### src/rtl/i2s_adc_rx_if.sv
// i2s_adc_rx_if: valid/ready stream carrying one captured left/right sample pair.
interface i2s_adc_rx_if #(
   parameter int DATA_WIDTH = 24
);
   logic [DATA_WIDTH-1:0] out_left;
   logic [DATA_WIDTH-1:0] out_right;
   logic                  out_valid;
   logic                  out_ready;
   modport master (output out_left, output out_right, output out_valid, input out_ready);
   modport slave  (input out_left, input out_right, input out_valid, output out_ready);
endinterface

### src/rtl/i2s_adc_rx.sv
// i2s_adc_rx: deserializes the codec I2S ADC stream into left/right pairs on a valid/ready stream.
module i2s_adc_rx #(
   parameter int DATA_WIDTH  = 24,
   parameter int SYNC_STAGES = 2
) (
   input  logic clk,
   input  logic reset,
   input  logic enable,
   input  logic aud_bclk,
   input  logic aud_adclrck,
   input  logic aud_adcdat,
   input  logic overflow_clr,
   output logic overflow,
   i2s_adc_rx_if.master pair_o
);
   localparam int CW = $clog2(DATA_WIDTH + 1);
   typedef enum logic [1:0] {IDLE, SKIP, SHIFT, WAIT} state_t;
   state_t                  state_q, state_d;
   logic [SYNC_STAGES-1:0]  bclk_sq, lr_sq, dat_sq;
   logic                    bclk_pq, lr_pq;
   logic                    chan_q, chan_d;
   logic [CW-1:0]           cnt_q, cnt_d;
   logic [DATA_WIDTH-1:0]   sr_q, sr_d, word, left_q, out_left_q, out_right_q;
   logic                    valid_q, ovf_q, commit, load;
   wire bclk_s    = bclk_sq[SYNC_STAGES-1];
   wire lr_s      = lr_sq[SYNC_STAGES-1];
   wire dat_s     = dat_sq[SYNC_STAGES-1];
   wire bclk_rise = bclk_s & ~bclk_pq;
   wire lr_fall   = ~lr_s & lr_pq;
   wire lr_rise   = lr_s & ~lr_pq;
   wire opp       = chan_q ? lr_fall : lr_rise;
   wire same      = chan_q ? lr_rise : lr_fall;
   always_ff @(posedge clk or posedge reset) begin
      if (reset) begin
         bclk_sq <= '0;
         lr_sq   <= '0;
         dat_sq  <= '0;
         bclk_pq <= 1'b0;
         lr_pq   <= 1'b0;
         state_q <= IDLE;
         chan_q  <= 1'b0;
         cnt_q   <= '0;
         sr_q    <= '0;
      end else begin
         bclk_sq <= {bclk_sq[SYNC_STAGES-2:0], aud_bclk};
         lr_sq   <= {lr_sq[SYNC_STAGES-2:0], aud_adclrck};
         dat_sq  <= {dat_sq[SYNC_STAGES-2:0], aud_adcdat};
         bclk_pq <= bclk_s;
         lr_pq   <= lr_s;
         state_q <= state_d;
         chan_q  <= chan_d;
         cnt_q   <= cnt_d;
         sr_q    <= sr_d;
      end
   end
   // A word-clock edge before the delay bit is taken as a glitch and drops sync.
   always_comb begin
      state_d = state_q;
      chan_d  = chan_q;
      cnt_d   = cnt_q;
      sr_d    = sr_q;
      commit  = 1'b0;
      word    = sr_q;
      if (!enable) state_d = IDLE;
      else case (state_q)
         IDLE: if (lr_fall) begin
            state_d = SKIP;
            chan_d  = 1'b0;
         end
         SKIP: if (lr_fall || lr_rise) state_d = IDLE;
         else if (bclk_rise) begin
            sr_d    = '0;
            cnt_d   = '0;
            state_d = SHIFT;
         end
         SHIFT: if (opp) begin
            commit  = 1'b1;
            word    = sr_q << (DATA_WIDTH - int'(cnt_q));
            chan_d  = ~chan_q;
            state_d = SKIP;
         end else if (same) state_d = IDLE;
         else if (bclk_rise) begin
            sr_d  = DATA_WIDTH'({sr_q, dat_s});
            cnt_d = cnt_q + CW'(1);
            if (cnt_d == CW'(DATA_WIDTH)) begin
               commit  = 1'b1;
               word    = sr_d;
               state_d = WAIT;
            end
         end
         WAIT: if (opp) begin
            chan_d  = ~chan_q;
            state_d = SKIP;
         end else if (same) state_d = IDLE;
         default: state_d = IDLE;
      endcase
   end
   assign load = commit & chan_q & (~valid_q | pair_o.out_ready);
   always_ff @(posedge clk or posedge reset) begin
      if (reset) begin
         left_q      <= '0;
         out_left_q  <= '0;
         out_right_q <= '0;
         valid_q     <= 1'b0;
         ovf_q       <= 1'b0;
      end else begin
         if (commit && !chan_q) left_q <= word;
         if (load) begin
            out_left_q  <= left_q;
            out_right_q <= word;
            valid_q     <= 1'b1;
         end else if (valid_q && pair_o.out_ready) valid_q <= 1'b0;
         ovf_q <= (commit & chan_q & ~load) | (ovf_q & ~overflow_clr);
      end
   end
   assign pair_o.out_left  = out_left_q;
   assign pair_o.out_right = out_right_q;
   assign pair_o.out_valid = valid_q;
   assign overflow         = ovf_q;
endmodule

### src/flat_wrapper.sv
// flat-port wrapper written by rule: the top's interface ports become plain ports
module i2s_adc_rx_flat 
#(
   parameter int DATA_WIDTH  = 24,
   parameter int SYNC_STAGES = 2
)
  (clk, reset, enable, aud_bclk, aud_adclrck, aud_adcdat, overflow_clr, overflow, pair_o_out_left, pair_o_out_right, pair_o_out_valid, pair_o_out_ready);
  i2s_adc_rx_if #(.DATA_WIDTH(DATA_WIDTH)) pair_o_i ();
  input  logic clk;
  input  logic reset;
  input  logic enable;
  input  logic aud_bclk;
  input  logic aud_adclrck;
  input  logic aud_adcdat;
  input  logic overflow_clr;
  output logic overflow;
  output wire logic [$bits(pair_o_i.out_left)-1:0] pair_o_out_left;
  output wire logic [$bits(pair_o_i.out_right)-1:0] pair_o_out_right;
  output wire logic [$bits(pair_o_i.out_valid)-1:0] pair_o_out_valid;
  input wire logic [$bits(pair_o_i.out_ready)-1:0] pair_o_out_ready;
  assign pair_o_out_left = pair_o_i.out_left;
  assign pair_o_out_right = pair_o_i.out_right;
  assign pair_o_out_valid = pair_o_i.out_valid;
  assign pair_o_i.out_ready = pair_o_out_ready;
  i2s_adc_rx #(.DATA_WIDTH(DATA_WIDTH), .SYNC_STAGES(SYNC_STAGES)) u_core (.clk(clk), .reset(reset), .enable(enable), .aud_bclk(aud_bclk), .aud_adclrck(aud_adclrck), .aud_adcdat(aud_adcdat), .overflow_clr(overflow_clr), .overflow(overflow), .pair_o(pair_o_i));
endmodule
### config.mk
export PLATFORM = sky130hd
export DESIGN_NAME = i2s_adc_rx_flat
export DESIGN_NICKNAME = d
export VERILOG_FILES = /design/src/rtl/i2s_adc_rx_if.sv /design/src/rtl/i2s_adc_rx.sv /design/src/flat_wrapper.sv
export SDC_FILE = /design/constraint.sdc
export NUM_CORES = 1
export LEC_CHECK = 0
export ABC_AREA = 0
export BUFFER_PORTS_ARGS = -buffer_cell sky130_fd_sc_hd__buf_2
export CORE_MARGIN = 3
export CORE_UTILIZATION = 40
export CTS_BUF_LIST = sky130_fd_sc_hd__clkbuf_8 sky130_fd_sc_hd__clkbuf_16
export CTS_CLUSTER_SIZE = 25
export DETAILED_ROUTE_END_ITERATION = 6
export PLACE_DENSITY_LB_ADDON = 0.1
export SYNTH_ARGS = -nofsm -noshare
export SYNTH_HDL_FRONTEND = slang
export SYNTH_SLANG_ARGS = --single-unit
### constraint.sdc
create_clock -name clk -period 3.53 [get_ports clk]
set_input_delay 0.353 -clock clk [delete_from_list [all_inputs] [get_ports clk]]
set_output_delay 0.353 -clock clk [all_outputs]
set_load 0.01 [all_outputs]
* Yosys cells after proc, flatten, opt, wreduce, memory -nomap -nowiden *
Index checks and enable logic that the tools add are counted.

cells by class
  mux-type cells = 42
  shifts and indexed selects = 1
  bitwise logic cells = 16
  add/subtract/negate cells = 2
  reduce and logical (&&, ||, !) cells = 12
  equality and inequality tests = 16

operator list
  cell                                                    number
  2-to-1 mux 24 bit                                       11
  one-hot mux 24 bit (2 select lines)                     1
  << shifter 24 x 32 -> 24 bit                            1
  2-to-1 mux 5 bit                                        5
  2-to-1 mux 2 bit                                        10
  2-to-1 mux 1 bit                                        12
  inequality test 5 x 2 -> 1 bit (second input constant)  2
  one-hot mux 5 bit (2 select lines)                      1
  inequality test 2 x 1 -> 1 bit (second input constant)  4
  inequality test 4 x 2 -> 1 bit (second input constant)  2
  one-hot mux 2 bit (4 select lines)                      1
  bitwise AND 1 bit                                       7
  NOT 1 bit                                               7
  AND reduction 7 bit                                     1
  inequality test 2 bit (second input constant)           3
  nonzero test 2 bit                                      3
  subtractor 5 x 5 -> 6 bit (first input constant)        1
  adder 5 x 1 -> 5 bit (second input constant)            1
  equality test 5 bit (second input constant)             1
  AND reduction 5 bit                                     1
  equality test 2 bit (second input constant)             2
  AND reduction 4 bit                                     1
  inequality test 3 x 2 -> 1 bit (second input constant)  1
  equality test 2 x 1 -> 1 bit (second input constant)    1
  other kinds (7)                                         9

word-level totals
  bits of input ports = 8
  word-level logic and storage cells = 103
  register bits after elaboration = 114
  output and inout bits = 50

* Logic depth before layout (Yosys ltp) *
  depth in word-level cells = 13
  mapped depth = 13
  depth with buffers taken out = 8

* Least setup slack after synthesis *
No wires, ideal clock.

  path type = flip-flop to flip-flop
  start point = reg u_core.cnt_q[0]
  end point = reg u_core.out_right_q[20], in the netlist u_core.pair_o.out_right[20]
  setup slack = 0.461 ns
  period minus slack after synthesis = 3.069 ns
  cell stages (with the launch flop) = 12
  path buffers = 4
  library setup time = 0.125 ns
  arrival time = 2.944 ns
  data required time = 3.405 ns
  path through = dfrtp_1 > buf_4 > buf_2 > inv_1 > ha_1 > buf_2 > buf_1 > mux4_2 > mux2_2 > a221oi_1 > o2bb2ai_1 > mux2_2

on the way
  word-level cells in the longest chain between the ends = 10
  elaborated cells on any way between the ends = 18
  classes of those cells = add/sub: 2; eq/ne: 1; shift: 1; mux: 12; bitwise: 2

RTL lines
  what                             RTL line           source
  start, declared                  i2s_adc_rx.sv:22   logic [CW-1:0] cnt_q, cnt_d;
  start signal, assigned           i2s_adc_rx.sv:52   cnt_q <= cnt_d;
  adder 5 x 1 -> 5 bit             i2s_adc_rx.sv:84   cnt_d = cnt_q + CW'(1);
  equality test 5 bit              i2s_adc_rx.sv:85   if (cnt_d == CW'(DATA_WIDTH)) begin
  2-to-1 mux 1 bit                 i2s_adc_rx.sv:85
  2-to-1 mux 1 bit                 i2s_adc_rx.sv:82   else if (bclk_rise) begin
  2-to-1 mux 1 bit                 i2s_adc_rx.sv:81   end else if (same) state_d = IDLE;
  2-to-1 mux 1 bit                 i2s_adc_rx.sv:76   SHIFT: if (opp) begin
  2-to-1 mux 1 bit                 i2s_adc_rx.sv:65   else case (state_q)
  2-to-1 mux 1 bit                 i2s_adc_rx.sv:64   if (!enable) state_d = IDLE;
  bitwise AND 1 bit (2 in series)  i2s_adc_rx.sv:98   assign load = commit & chan_q & (~valid_q | pair_o.out_ready);
  end signal, assigned             i2s_adc_rx.sv:110  out_right_q <= word;
  end, declared                    i2s_adc_rx.sv:23   logic [DATA_WIDTH-1:0] sr_q, sr_d, word, left_q, out_left_q, out_right_q;

Parallel ways exist; a longest one is shown, timed or not.
A chain may end at the register's enable or synchronous reset.

* Worst setup path in the final report *
Ends and elaborated chain as after synthesis.

==> run metrics <==
clk root buf=clkbuf_16; Post-Syn Nets=~640; CTS tree=yes; max-capacitance violation count=0; met3 wire len=1.29 mm; WL/cell=roughly 22 µm; CP arrival=between 3 and 4 ns; CTS Hold Bufs=0; sw frac=0.283; Die Wd=133 µm; Least-Margin Pin Slew=1.05 ns; Post-synth top flop=dfrtp_1; net switching power=1.01 mW; fillers=1432; Final Cycle Share=0.862; Routed WL=19.9 mm; post-synth top area share=0.442; portion of netlist area occupied by mux cells=0.203; Lkg Pwr=3.41 nW; largest net degree at the start of global routing=85; Total Nets Final=approximately 690; routed wl met2=9.40 mm; Core ar.=between 15000 and 20000 µm²; crit path launch type=flip-flop; Die ar.=17700 µm²; RSZ-0062 raised after global routing=false; number of library cell types mapped by synthesis=67; post-route setup TNS=0 ns; initial drt markers=520; syn_area_per_cell=approximately 10 µm²; R2R depth=8; Tot GR Track Use=0.229; final setup fails=0; crit-path cells=inv_1, ha_1, mux2i_1, mux2i_1, mux2_2, a221oi_1, o2bb2ai_1, mux2_2; WS Path Type=reg -> reg; H-tree depth=4; asr flop ratio synth=1.00; slowest cell on the critical path=ha_1; gpl congestion=around 0.97; worst setup path end=u_core.pair_o.out_right[20]; post-route antenna net violation count=0; I/O pins=between 50 and 60; maximum VDD drop=0.000401 V; post-synthesis compound-gate area fraction=0.170; Hold/Removal Path Class=in -> reg; DP HPWL=14.2 mm; Reg power frac=0.388; status=completed; Worst path max stage delay=around 0.7 ns; hold slack=0.0389 ns; Mapped Cells=622; Die Ht=around 130 µm; main combinational cell family by area after synthesis=multiplexers; CP Data Required Time=3.83 ns; clock slew at reported path FFs=about 0.060 ns; Yosys reg bits=~110; Pins Over Slew Limit=0; Crit. End Element=flip-flop; hold_sp=aud_bclk; Remaining DRCs=0; initial antenna violation count=0; post-cts sizing count=0; Clk network pwr share=0.485; combinational group share of total power=0.126; DR vias=5317; Initial Utilization=0.417; Clock Tree Buf Depth=2; diode count=0; post-CTS setup buffer count=0; top-count cell post-synth=dfrtp_1; Max Used Layer=met4; Fin. Hold Viols=0; Via density=5.93; Critical path origin=u_core.cnt_q[0]; IO buf count=between 50 and 60; flop-to-flop setup slack=0.49 ns; post-synthesis adder-cell area fraction=0.00969; Pwr per Cell Area=472 nW/µm²; cell-internal power=2.55 mW; total CTS buffers=17; Worst Skew=0.0144 ns; Synth Area in XOR/XNOR=0.00542; first-pass GRT wire length=between 30 and 40 mm; number of synthesized flops with an enable pin=0; Achievable Freq=roughly 0.33 GHz; slew margin rel.=0.301; Period minus WS final=slightly above 3 ns; Post-synth top cells=dfrtp_1 (114), nand2_1 (92), mux2_2 (66), o21ai_0 (43), nor2_1 (32); Crit Reg-Reg Endpoint=u_core.pair_o.out_right[20]; post-synth top area cell=dfrtp_1; vias in the first global route=5115; Reg-to-Reg Start=u_core.cnt_q[0]; Yosys warning count=0; M1 WL=8.77 mm; CTS Sinks=114; register area share after synthesis=0.442; ratio of cells with drive above 1 in the final layout=0.302; row count=45; grt total ovfl=0; CP Max Fanout=14; clk_lat worst skew=0.42 ns; mapped cell area=6460 µm²; drt pass-1 iters=6; Layout Area Growth over Synthesis=16.7%; simple-gate portion of the synthesized area=0.128; ranking of synthesized cells by area=dfrtp_1 (44%), mux2_2 (12%), mux4_2 (5.9%)
[cells in the final DEF, fill, tap and decap left out, types with 8 or more instances in the layout]
| master | n |
|---|---|
| nand2_1 | 92 |
| nor2_1 | 31 |
| nor3_1 | 8 |
| nor2b_1 | 8 |
| buf_2 | 57 |
| dfrtp_1 | 113 |
| clkbuf_16 | 17 |
| mux4_2 | 17 |
| buf_4 | 20 |
| mux2_2 | 66 |
| a22oi_1 | 9 |
| a21oi_1 | 26 |
| o21ai_0 | 43 |
| inv_1 | 11 |
| a211oi_1 | 9 |
| nand3_1 | 11 |
| a31oi_1 | 8 |
| mux2i_1 | 16 |
[power groups by stage]
stage / Combinational, mW / Sequential [mW] / Clock [mW]
global placement: 0.446 / 1.40 / 0
finish: 0.450 / 1.38 / 1.73
global route: 0.482 / 1.39 / 1.82
floorplan: 0.326 / 1.38 / 0
CTS: 0.442 / 1.38 / 1.77
detailed placement: 0.440 / 1.40 / 0
[metal layers]
layer,vias to the layer above,track usage
li1,2404,-
met1,2649,0.313
met2,227,0.356
met3,37,0.0597
met4,0,0.0727
met5,-,0
[critical path, delay by kind of cell (launching register included)]
family                   cells  cell delay (ns)
AO/OA/AOI/OAI                2             0.62
multiplexers                 4             1.04
flip-flops                   1             0.46
adder cells (fa/ha/maj)      1             0.69
buffers and inverters        1             0.08
[worst min-delay path by stage]
stage / endpoint / cells past startpoint
after floorplan: u_core.bclk_sq[1] / 0
final: u_core.bclk_sq[0] / 1
after detailed placement: u_core.lr_sq[1] / 0
after CTS: u_core.dat_sq[0] / 1
after global placement: u_core.dat_sq[1] / 0
after global routing: u_core.dat_sq[0] / 1
[area by class of cell]
cell class,instances,area [µm²],share of cell area
timing repair buffer,77,435,0.0578
clock inverter,14,156,0.0207
clock buffer,18,439,0.0583
sequential,114,2850,0.379
multi-input combinational,451,3340,0.443
inverter,12,47.5,0.00631
tap,211,264,0.0350
[registers in the layout (all words and copies together) (netlist names)]
name                     cells
u_core.lr_pq                 1
u_core.left_q               24
u_core.pair_o.out_right     24
u_core.dat_sq                2
u_core.pair_o.out_valid      1
u_core.chan_q                1
u_core.lr_sq                 2
u_core.bclk_pq               1
u_core.bclk_sq               2
u_core.pair_o.out_left      24
u_core.cnt_q                 5
u_core.overflow              1
u_core.sr_q                 24
u_core.state_q               2
[through the flow]
step,power (mW),area (µm²),utilization,worst slack (ns),cells
6_report,3.56,7540,0.487,0.486,897
5_1_grt,3.69,7540,0.487,0.273,897
4_1_cts,3.59,7540,0.487,0.540,897
3_5_place_dp,1.84,6940,0.448,0.577,865
3_3_place_gp,1.85,6940,0.448,0.573,865
2_1_floorplan,1.70,6460,-,0.161,622
[cell families (layout without fill, tap and decap cells)]
| group | count (synthesis) | count (layout) |
|---|---|---|
| compound gates | 159 | 159 |
| mux | 101 | 101 |
| xor+xnor | 4 | 4 |
| buf+inv | 57 | 121 |
| fa+ha+maj | 5 | 5 |
| flops | 114 | 114 |
| simple gates | 182 | 182 |
Power figures use the tool's default switching activity.
